<file path="src/rtl/aes_pkg.sv">
// Shared AES MixColumns definitions: GF(2^8) constants, widths, FSM encoding, xtime.
// Latency: n/a (package only).
// Backpressure: n/a (package only).
package aes_pkg;

    localparam logic [7:0] GF_POLY = 8'h1B;   // x^8 + x^4 + x^3 + x + 1, low byte
    localparam int         BYTE_W  = 8;
    localparam int         COL_W   = 32;

    typedef enum logic [1:0] {
        ST_IDLE    = 2'd0,
        ST_COMPUTE = 2'd1,
        ST_HOLD    = 2'd2
    } fsm_t;

    // Multiply by 2 in GF(2^8): shift left, fold the overflow bit back in.
    function automatic logic [BYTE_W-1:0] xtime(input logic [BYTE_W-1:0] a);
        return {a[BYTE_W-2:0], 1'b0} ^ (a[BYTE_W-1] ? GF_POLY : 8'h00);
    endfunction

endpackage

</file>
<file path="src/rtl/mix_column_unit.sv">
// One AES column through MixColumns (inv=0) or InvMixColumns (inv=1), purely combinational.
// Latency: 0 cycles.
// Backpressure: none; output follows input.
//
// Ports:
//   col  - input column, byte 0 in bits [31:24]
//   inv  - 1 selects the inverse coefficient matrix
//   res  - transformed column, same byte order
module mix_column_unit
    import aes_pkg::*;
(
    input  logic [COL_W-1:0] col,
    input  logic             inv,
    output logic [COL_W-1:0] res
);

    logic [BYTE_W-1:0] a  [4];
    logic [BYTE_W-1:0] m2 [4];
    logic [BYTE_W-1:0] m4 [4];
    logic [BYTE_W-1:0] m8 [4];
    logic [BYTE_W-1:0] m3 [4];
    logic [BYTE_W-1:0] m9 [4];
    logic [BYTE_W-1:0] mb [4];
    logic [BYTE_W-1:0] md [4];
    logic [BYTE_W-1:0] me [4];
    logic [BYTE_W-1:0] fw [4];
    logic [BYTE_W-1:0] iv [4];

    // Every coefficient is composed from the chain a, 2a, 4a, 8a.
    always_comb begin
        for (int i = 0; i < 4; i++) begin
            a[i]  = col[COL_W-1-BYTE_W*i -: BYTE_W];
            m2[i] = xtime(a[i]);
            m4[i] = xtime(m2[i]);
            m8[i] = xtime(m4[i]);
            m3[i] = m2[i] ^ a[i];
            m9[i] = m8[i] ^ a[i];
            mb[i] = m8[i] ^ m2[i] ^ a[i];
            md[i] = m8[i] ^ m4[i] ^ a[i];
            me[i] = m8[i] ^ m4[i] ^ m2[i];
        end
    end

    // Circulant matrices: each output row is the previous row rotated right by one.
    assign fw[0] = m2[0] ^ m3[1] ^ a[2]  ^ a[3];
    assign fw[1] = a[0]  ^ m2[1] ^ m3[2] ^ a[3];
    assign fw[2] = a[0]  ^ a[1]  ^ m2[2] ^ m3[3];
    assign fw[3] = m3[0] ^ a[1]  ^ a[2]  ^ m2[3];

    assign iv[0] = me[0] ^ mb[1] ^ md[2] ^ m9[3];
    assign iv[1] = m9[0] ^ me[1] ^ mb[2] ^ md[3];
    assign iv[2] = md[0] ^ m9[1] ^ me[2] ^ mb[3];
    assign iv[3] = mb[0] ^ md[1] ^ m9[2] ^ me[3];

    assign res = inv ? {iv[0], iv[1], iv[2], iv[3]} : {fw[0], fw[1], fw[2], fw[3]};

endmodule

</file>
<file path="src/rtl/mix_columns_seq.sv">
// Sequential MixColumns over NUM_COLS columns, one column per cycle through a shared unit.
// Latency: out_valid rises NUM_COLS cycles after the accept edge.
// Backpressure: result held in HOLD until out_ready; no new accept until back in IDLE.
//
// Ports:
//   clk, rst_n          - clock, synchronous active-low reset
//   in_valid/in_ready   - input handshake; inv_i and state_i captured on accept
//   out_valid/out_ready - output handshake; state_o is the registered state
//   busy                - high while computing or holding a result
module mix_columns_seq
    import aes_pkg::*;
#(
    parameter int NUM_COLS    = 4,
    parameter int SUPPORT_INV = 1
) (
    input  logic                      clk,
    input  logic                      rst_n,
    input  logic                      in_valid,
    output logic                      in_ready,
    input  logic                      inv_i,
    input  logic [COL_W*NUM_COLS-1:0] state_i,
    output logic                      out_valid,
    input  logic                      out_ready,
    output logic [COL_W*NUM_COLS-1:0] state_o,
    output logic                      busy
);

    localparam int CW = (NUM_COLS > 1) ? $clog2(NUM_COLS) : 1;
    localparam int SW = COL_W * NUM_COLS;

    fsm_t             state;
    fsm_t             nxt;
    logic [CW-1:0]    col_cnt;
    logic             mode;
    logic [SW-1:0]    data;
    logic [COL_W-1:0] cur_col;
    logic [COL_W-1:0] new_col;
    logic             last_col;

    assign last_col = (col_cnt == CW'(NUM_COLS - 1));
    assign state_o  = data;

    always_comb begin
        cur_col = '0;
        for (int c = 0; c < NUM_COLS; c++) begin
            if (col_cnt == CW'(c)) begin
                cur_col = data[COL_W*(NUM_COLS-c)-1 -: COL_W];
            end
        end
    end

    mix_column_unit u_mcu (
        .col (cur_col),
        .inv (mode),
        .res (new_col)
    );

    always_ff @(posedge clk) begin
        if (!rst_n) begin
            state <= ST_IDLE;
        end else begin
            state <= nxt;
        end
    end

    always_comb begin
        nxt       = state;
        in_ready  = 1'b0;
        out_valid = 1'b0;
        busy      = 1'b0;
        case (state)
            ST_IDLE: begin
                in_ready = 1'b1;
                if (in_valid) nxt = ST_COMPUTE;
            end
            ST_COMPUTE: begin
                busy = 1'b1;
                if (last_col) nxt = ST_HOLD;
            end
            ST_HOLD: begin
                busy      = 1'b1;
                out_valid = 1'b1;
                if (out_ready) nxt = ST_IDLE;
            end
            default: nxt = ST_IDLE;
        endcase
    end

    // Datapath: capture on accept, then rewrite one column per cycle in place.
    always_ff @(posedge clk) begin
        if (!rst_n) begin
            col_cnt <= '0;
            mode    <= 1'b0;
            data    <= '0;
        end else begin
            case (state)
                ST_IDLE: begin
                    if (in_valid) begin
                        data    <= state_i;
                        mode    <= (SUPPORT_INV != 0) && inv_i;
                        col_cnt <= '0;
                    end
                end
                ST_COMPUTE: begin
                    for (int c = 0; c < NUM_COLS; c++) begin
                        if (col_cnt == CW'(c)) begin
                            data[COL_W*(NUM_COLS-c)-1 -: COL_W] <= new_col;
                        end
                    end
                    // Parks on the last index rather than wrapping past NUM_COLS-1.
                    if (!last_col) col_cnt <= col_cnt + 1'b1;
                end
                default: ;
            endcase
        end
    end

endmodule

</file>
<file path="config.mk">
export PLATFORM = sky130hd
export DESIGN_NAME = mix_columns_seq
export DESIGN_NICKNAME = d
export VERILOG_FILES = /design/src/rtl/aes_pkg.sv /design/src/rtl/mix_column_unit.sv /design/src/rtl/mix_columns_seq.sv
export SDC_FILE = /design/constraint.sdc
export NUM_CORES = 1
export LEC_CHECK = 0
export ABC_AREA = 0
export CORE_AREA = 2 2 168 137
export CTS_CLUSTER_DIAMETER = 150
export CTS_CLUSTER_SIZE = 12
export DETAILED_ROUTE_END_ITERATION = 7
export DIE_AREA = 0 0 170 139
export GPL_TIMING_DRIVEN = 0
export PLACE_DENSITY = 0.79
export SYNTH_ARGS = -nofsm -noshare
export SYNTH_HDL_FRONTEND = slang
export SYNTH_SLANG_ARGS = --single-unit
export TNS_END_PERCENT = 1
</file>
<file path="constraint.sdc">
create_clock -name clk -period 3.95 [get_ports clk]
set_clock_uncertainty 0.2 [all_clocks]
set_input_delay 0.395 -clock clk [delete_from_list [all_inputs] [get_ports clk]]
set_output_delay 0.395 -clock clk [all_outputs]
set_load 0.05 [all_outputs]
</file>
; ---- Yosys cells after proc, flatten, opt, wreduce, memory -nomap -nowiden
; Cells that the tools add are included.
[op_classes]
mux = 33
add_sub_neg = 1
n_bitwise = 64
n_eq_ne = 12
n_reduce_logical = 11
[ops]
columns = operator, n
row1 = 8-bit bitwise XOR, 64
row2 = 32-bit two-way mux, 9
row3 = 128-bit case mux with 2 select lines, 1
row4 = 128-bit two-way mux, 1
row5 = 5-bit two-way mux, 12
row6 = 3-bit AND reduction, 6
row7 = "2-bit inequality test, second input constant", 7
row8 = 2-bit two-way mux, 5
row9 = "2-bit equality test, second input constant", 3
row10 = 2-bit case mux with 3 select lines, 1
row11 = "2-bit by 1-bit equality test with 1-bit output, second input constant", 2
row12 = 2-bit zero test, 2
row13 = 2-bit case mux with 2 select lines, 1
row14 = 1-bit two-way mux, 3
row15 = "2-bit by 1-bit adder with 2-bit output, second input constant", 1
row16 = 2-bit AND reduction, 1
row17 = 2-bit nonzero test, 1
row18 = 2-bit OR reduction, 1
[word_totals]
input_bits = 133
register_bits = 133
out_inout_bits = 131

; ---- Logic depth before layout (Yosys ltp)
[depth]
depth_word = 19
ltp_mapped = 16
ltp_nobuf = 11

; ---- By module
; Synthesis repeated with hierarchy kept, for this count alone.
[unflattened]
hier_cells = 1150
hier_area_um2 = 10771.6
[by_module_without_submodules]
columns = module, cells_per_inst, area_each_um2, instances, seq_area_each_um2
row1 = mix_columns_seq, 858, 7998.9, 1, 2662.6
row2 = mix_column_unit, 292, 2772.7, 1, 0.0

; ---- Worst setup path after synthesis
; No wires, ideal clock.
[synth_timing]
kind = register -> register
startpoint = reg col_cnt[0]
endpoint = reg data[60] (netlist: state_o[60])
path_slack_ns = 0.237
n_path_buf = 3
required_time_ns = 3.633
arrival_time_ns = 3.396
setup_ns = 0.117
path_stages_with_launch = 15
path_cell_list = dfxtp_1 -> inv_1 -> ha_1 -> buf_2 -> buf_6 -> buf_6 -> nor3b_1 -> a211oi_2 -> xnor2_2 -> xnor3_1 -> xnor2_1 -> xor3_1 -> a211oi_2 -> nor2b_2 -> a32o_1
[synth_between]
elab_chain_cells = 17
word_cells_on_any_way = 50
cone_classes = eq/ne: 4 / mux: 18 / bitwise: 26 / reduce/logical: 2
[synth_rtl]
columns = element, line
row1 = start: declaration, mix_columns_seq.sv:33  ; logic [CW-1:0] col_cnt;
row2 = start signal: assignment, mix_columns_seq.sv:111  ; if (!last_col) col_cnt <= col_cnt + 1'b1;
row3 = 2-bit zero test, mix_columns_seq.sv:46  ; if (col_cnt == CW'(c)) begin
row4 = 32-bit two-way mux (4 in a row), mix_columns_seq.sv:46
row5 = 8-bit bitwise XOR, aes_pkg.sv:18  ; return {a[BYTE_W-2:0], 1'b0} ^ (a[BYTE_W-1] ? GF_POLY : 8'h00);
row6 = 5-bit two-way mux / 8-bit bitwise XOR (equally long branches), aes_pkg.sv:18
row7 = 8-bit bitwise XOR / 5-bit two-way mux (equally long branches), aes_pkg.sv:18
row8 = 8-bit bitwise XOR, aes_pkg.sv:18
row9 = "8-bit bitwise XOR, on equally long branches (2 in a row)", "mix_column_unit.sv:40, mix_column_unit.sv:38"
row10 = 8-bit bitwise XOR (3 in a row), mix_column_unit.sv:50  ; assign iv[0] = me[0] ^ mb[1] ^ md[2] ^ m9[3];
row11 = 32-bit two-way mux, mix_column_unit.sv:55  ; assign res = inv ? {iv[0], iv[1], iv[2], iv[3]} : {fw[0], fw[1], fw[2], fw[3]};
row12 = 32-bit two-way mux, mix_columns_seq.sv:106  ; if (col_cnt == CW'(c)) begin
row13 = 128-bit case mux with 2 select lines, mix_columns_seq.sv:96  ; case (state)
row14 = end signal: assignment, mix_columns_seq.sv:99  ; data <= state_i;
row15 = end signal: indexed assignment, mix_columns_seq.sv:107  ; data[COL_W*(NUM_COLS-c)-1 -: COL_W] <= new_col;
row16 = end: declaration, mix_columns_seq.sv:35  ; logic [SW-1:0] data;
; Parallel ways exist; a longest one is shown, timed or not. The select of a mux whose other input is x is not followed.
; A chain may end at the register's enable or synchronous reset.

; ---- Worst setup path in the final report
[layout_timing]
startpoint = reg col_cnt[0]
endpoint = reg data[12] (netlist: state_o[12])
[layout_between]
elab_chain_cells = 17
word_cells_on_any_way = 50
cone_classes = eq/ne: 4 / mux: 18 / bitwise: 26 / reduce/logical: 2
[layout_rtl]
columns = element, line
row1 = 2-bit zero test, mix_columns_seq.sv:46
row2 = 32-bit two-way mux (4 in a row), mix_columns_seq.sv:46
row3 = 8-bit bitwise XOR, aes_pkg.sv:18
row4 = 5-bit two-way mux / 8-bit bitwise XOR (equally long branches), aes_pkg.sv:18
row5 = 8-bit bitwise XOR / 5-bit two-way mux (equally long branches), aes_pkg.sv:18
row6 = 8-bit bitwise XOR, aes_pkg.sv:18
row7 = 8-bit bitwise XOR (2 in a row), mix_column_unit.sv:39  ; md[i] = m8[i] ^ m4[i] ^ a[i];
row8 = 8-bit bitwise XOR (3 in a row), mix_column_unit.sv:52  ; assign iv[2] = md[0] ^ m9[1] ^ me[2] ^ mb[3];
row9 = 32-bit two-way mux, mix_column_unit.sv:55
row10 = 32-bit two-way mux, mix_columns_seq.sv:106
row11 = 128-bit case mux with 2 select lines, mix_columns_seq.sv:96
; Parallel ways exist; a longest one is shown, timed or not. The select of a mux whose other input is x is not followed.

==> reports/metrics.yaml <==
global_routing:
  grt_pass1_wl_mm: 70.8
  grt_pass1_vias: 11400
  antenna_found_initial: 2
  overflow: 0
  grt_max_degree: 17
  grt_use_total_pct: 40.2
clock_network:
  clk_pin_slew_ns: 0.07
  cts_buffers: 17
  clockBufferDepth: 2
  clk_latency_ns: 0.44
  cts-root-buf: "clkbuf_16"
  clkSinkCount: 133
  tritoncts: "yes"
  ctsHtreeMaxLevel: 4
timing:
  period_share_pct: 102
  tns_ns: -0.766
  maxSlewViolCount: 0
  fin_crit_ns: 4.03
  max_slew_margin_pct: 36.2
  hold_viol_final: 0
  max_freq_mhz: 248
  fin_ws_ns: -0.0754
  hold_ws_ns: 0.305
  rsz0062_at_grt: "true"
  tightest_slew_ns: 0.957
  finalSetupViolCount: 22
die:
  die_w_um: 170
  start_util_pct: 43.9
  die_area_sq_mm: 0.0236
  fp.dieH_um: 139
  ios: 264
  num_rows: 49
  design.core.area_sq_mm: 0.0221
run_status:
  violations: "design-rule violations, negative setup slack"
  outcome: "finished, violations left"
worst_setup_path:
  critical_path.endpoint: "state_o[12]"
  reg2regPathDepth: 13
  reg2reg_to: "state_o[12]"
  start_kind: "register"
  r2r_start: "col_cnt[0]"
  arrival_ns: 4.21
  critPathLaunch: "col_cnt[0]"
  path_class: "reg -> reg"
  cp-end-kind: "register"
  crit_required_ns: 4.13
  path_max_fanout: 10
  r2r_setup_slack_ns: -0.08
final_layout:
  final_cell_mix: "263 x clkdlybuf4s50_1, 194 x a21oi_1, 131 x dfxtp_1, 101 x buf_4, 98 x xnor2_1"
  syn_to_final_growth_pct: 55.1
  final_common_cell: "clkdlybuf4s50_1"
  final_nets: 1626
  antenna_cells: 0
  final_cells: 1779
  drive_above_1_share_pct: 21.5
  fin_util_pct: 68.1
logic_synthesis:
  synthMuxAreaShare_pct: 0.207
  synthFlopType: "dfxtp_1"
  synthCells: 1097
  yosys_warnings: 0
  synthAdderAreaFrac_pct: 0.904
  synth_nets: 1237
  syn_area_per_cell_sq_um: 8.83
  synth_edf_count: 0
  synth_top_family_by_area: "compound AO/OA/AOI/OAI gates"
  yosys.area_share.simple_pct: 11.7
  syn_area_sq_mm: 0.00969
  ys_async_sr_fraction_pct: 0
  synthDistinctLibCells: 76
  synth_xor_area_share_pct: 23.3
  synth_compound_area_share_pct: 31.2
  ys_seq_elements: 133
  seq_area_frac_synth_pct: 27.5
placement:
  place_congestion: 1.06
  io_buffers: 263
  dp_hpwl_mm: 35.2
  dp_cells: 1640
  dp_slack_ns: -0.924
drt:
  routedLengthMet1_mm: 17.4
  wl_met2_mm: 21.1
  firstDrtPassIters: 8
  routed_wl_mm: 50.2
  routed-wl-met3_mm: 8.04
  drt_iter0_markers: 1936
  drt-vias-per-instance: 6.74
  vias: 12000
  final_antenna_net_count: 0
  avgRoutedWirePerCell_um: 28.2
  top_layer_used: "met5"
  drc: 2
pwr:
  clockPowerShare_pct: 9.7
  p_per_area_mw_per_mm2: 1070
  p_switching_w: 0.00820
  leakagePower_nw: 5.72
  p_seq_share_pct: 13.7
  ir_drop_v: 0.000659
  p_comb_share_pct: 76.6
  intPower_w: 0.00795
  p_sw_share_pct: 50.8
min_path:
  hp-class: "reg -> reg"
flow_run:
  max_cap_violations: 0
## area by class of cell
cell class	count	area, sq um
Fill cell	1615	7040
Timing Repair Buffer	370	3540
Clock inverter	15	140
Inverter	22	91.3
Buffer	92	561
Multi-Input combinational cell	850	7250
Clock buffer	17	425
Tap cell	280	350
Sequential cell	133	2670
## how the worst min path moves through the flow
stage                      from     endpoint  slack, ns  cells after the start
detailed placement  state_o[48]  state_o[48]       0.29                      2
floorplan              state[0]     state[0]       0.26                      2
global route        state_o[48]  state_o[48]       0.33                      2
finish              state_o[48]  state_o[48]       0.31                      2
global placement    state_o[48]  state_o[48]       0.28                      2
CTS                 state_o[48]  state_o[48]       0.30                      2
## synthesized netlist by cell type (all sizes together) (14+ instances only)
cell type,instances,area share (%)
a211oi,15,1.9
a21o,21,1.6
a21oi,204,11
a22oi,14,1.8
buf,34,2.2
clkbuf,58,2.2
dfxtp,133,27
inv,22,0.85
nand2,44,1.7
nand3,15,0.77
nand3b,23,1.9
nor2,42,1.7
nor2b,20,1.3
nor3b,16,1.4
o21ai,101,5.2
o221a,16,1.9
xnor2,125,12
xnor3,35,8.2
xor2,23,2.2
## power by group through the flow
stage          logic (W)  clock network [W]  registers (W)
6_report          0.0124            0.00156        0.00222
5_1_grt           0.0128            0.00159        0.00222
4_1_cts           0.0111            0.00153        0.00217
3_5_place_dp      0.0100                  0        0.00218
3_3_place_gp     0.00991                  0        0.00219
2_1_floorplan    0.00611                  0        0.00333
## flip-flops by register name, indices dropped and copies added (netlist names)
signal	count
state_o	128
col_cnt	2
state	2
mode	1
## worst max-delay path: stages, from the launching register on
cell     delay [ns]
dfxtp_4        0.39
inv_2          0.07
ha_4           0.20
and2b_1        0.20
buf_6          0.16
a221o_1        0.38
a22oi_4        0.26
buf_12         0.15
xnor3_2        0.45
xnor2_2        0.21
xor3_2         0.59
nand3_2        0.09
nor3b_4        0.34
o221a_1        0.24
## through the flow
step	power (W)	cell area, sq um
2_1_floorplan	0.00944	9690
4_1_cts	0.0148	14300
3_3_place_gp	0.0121	12700
5_1_grt	0.0166	15000
6_report	0.0162	15000
3_5_place_dp	0.0122	12700
## routing by layer
| metal | up-vias | track usage, % |
|---|---|---|
| li1 | 4786 | - |
| met4 | 4 | 22.6 |
| met1 | 5576 | 50.9 |
| met2 | 1245 | 58.9 |
| met3 | 379 | 14.9 |
| met5 | - | 0 |
## logic make-up after synthesis
logic type / Yosys count
adders and majority gates: 7
buffers and inverters: 114
and+or+nand+nor: 205
muxes: 2
DFF: 133
AOI/OAI and AO/OA: 449
xor gates and xnor gates: 187
## what timing repair did
item | in CTS | in global routing
endpoints found under the setup margin | 128 | 121
buffers inserted | 67 | 40
pin swaps | 36 | 34
hold buffers | 0 | 0
endpoints found under the hold margin | 0 | 0
gates resized for setup | 97 | 83
(Power assumes the default switching activity.)
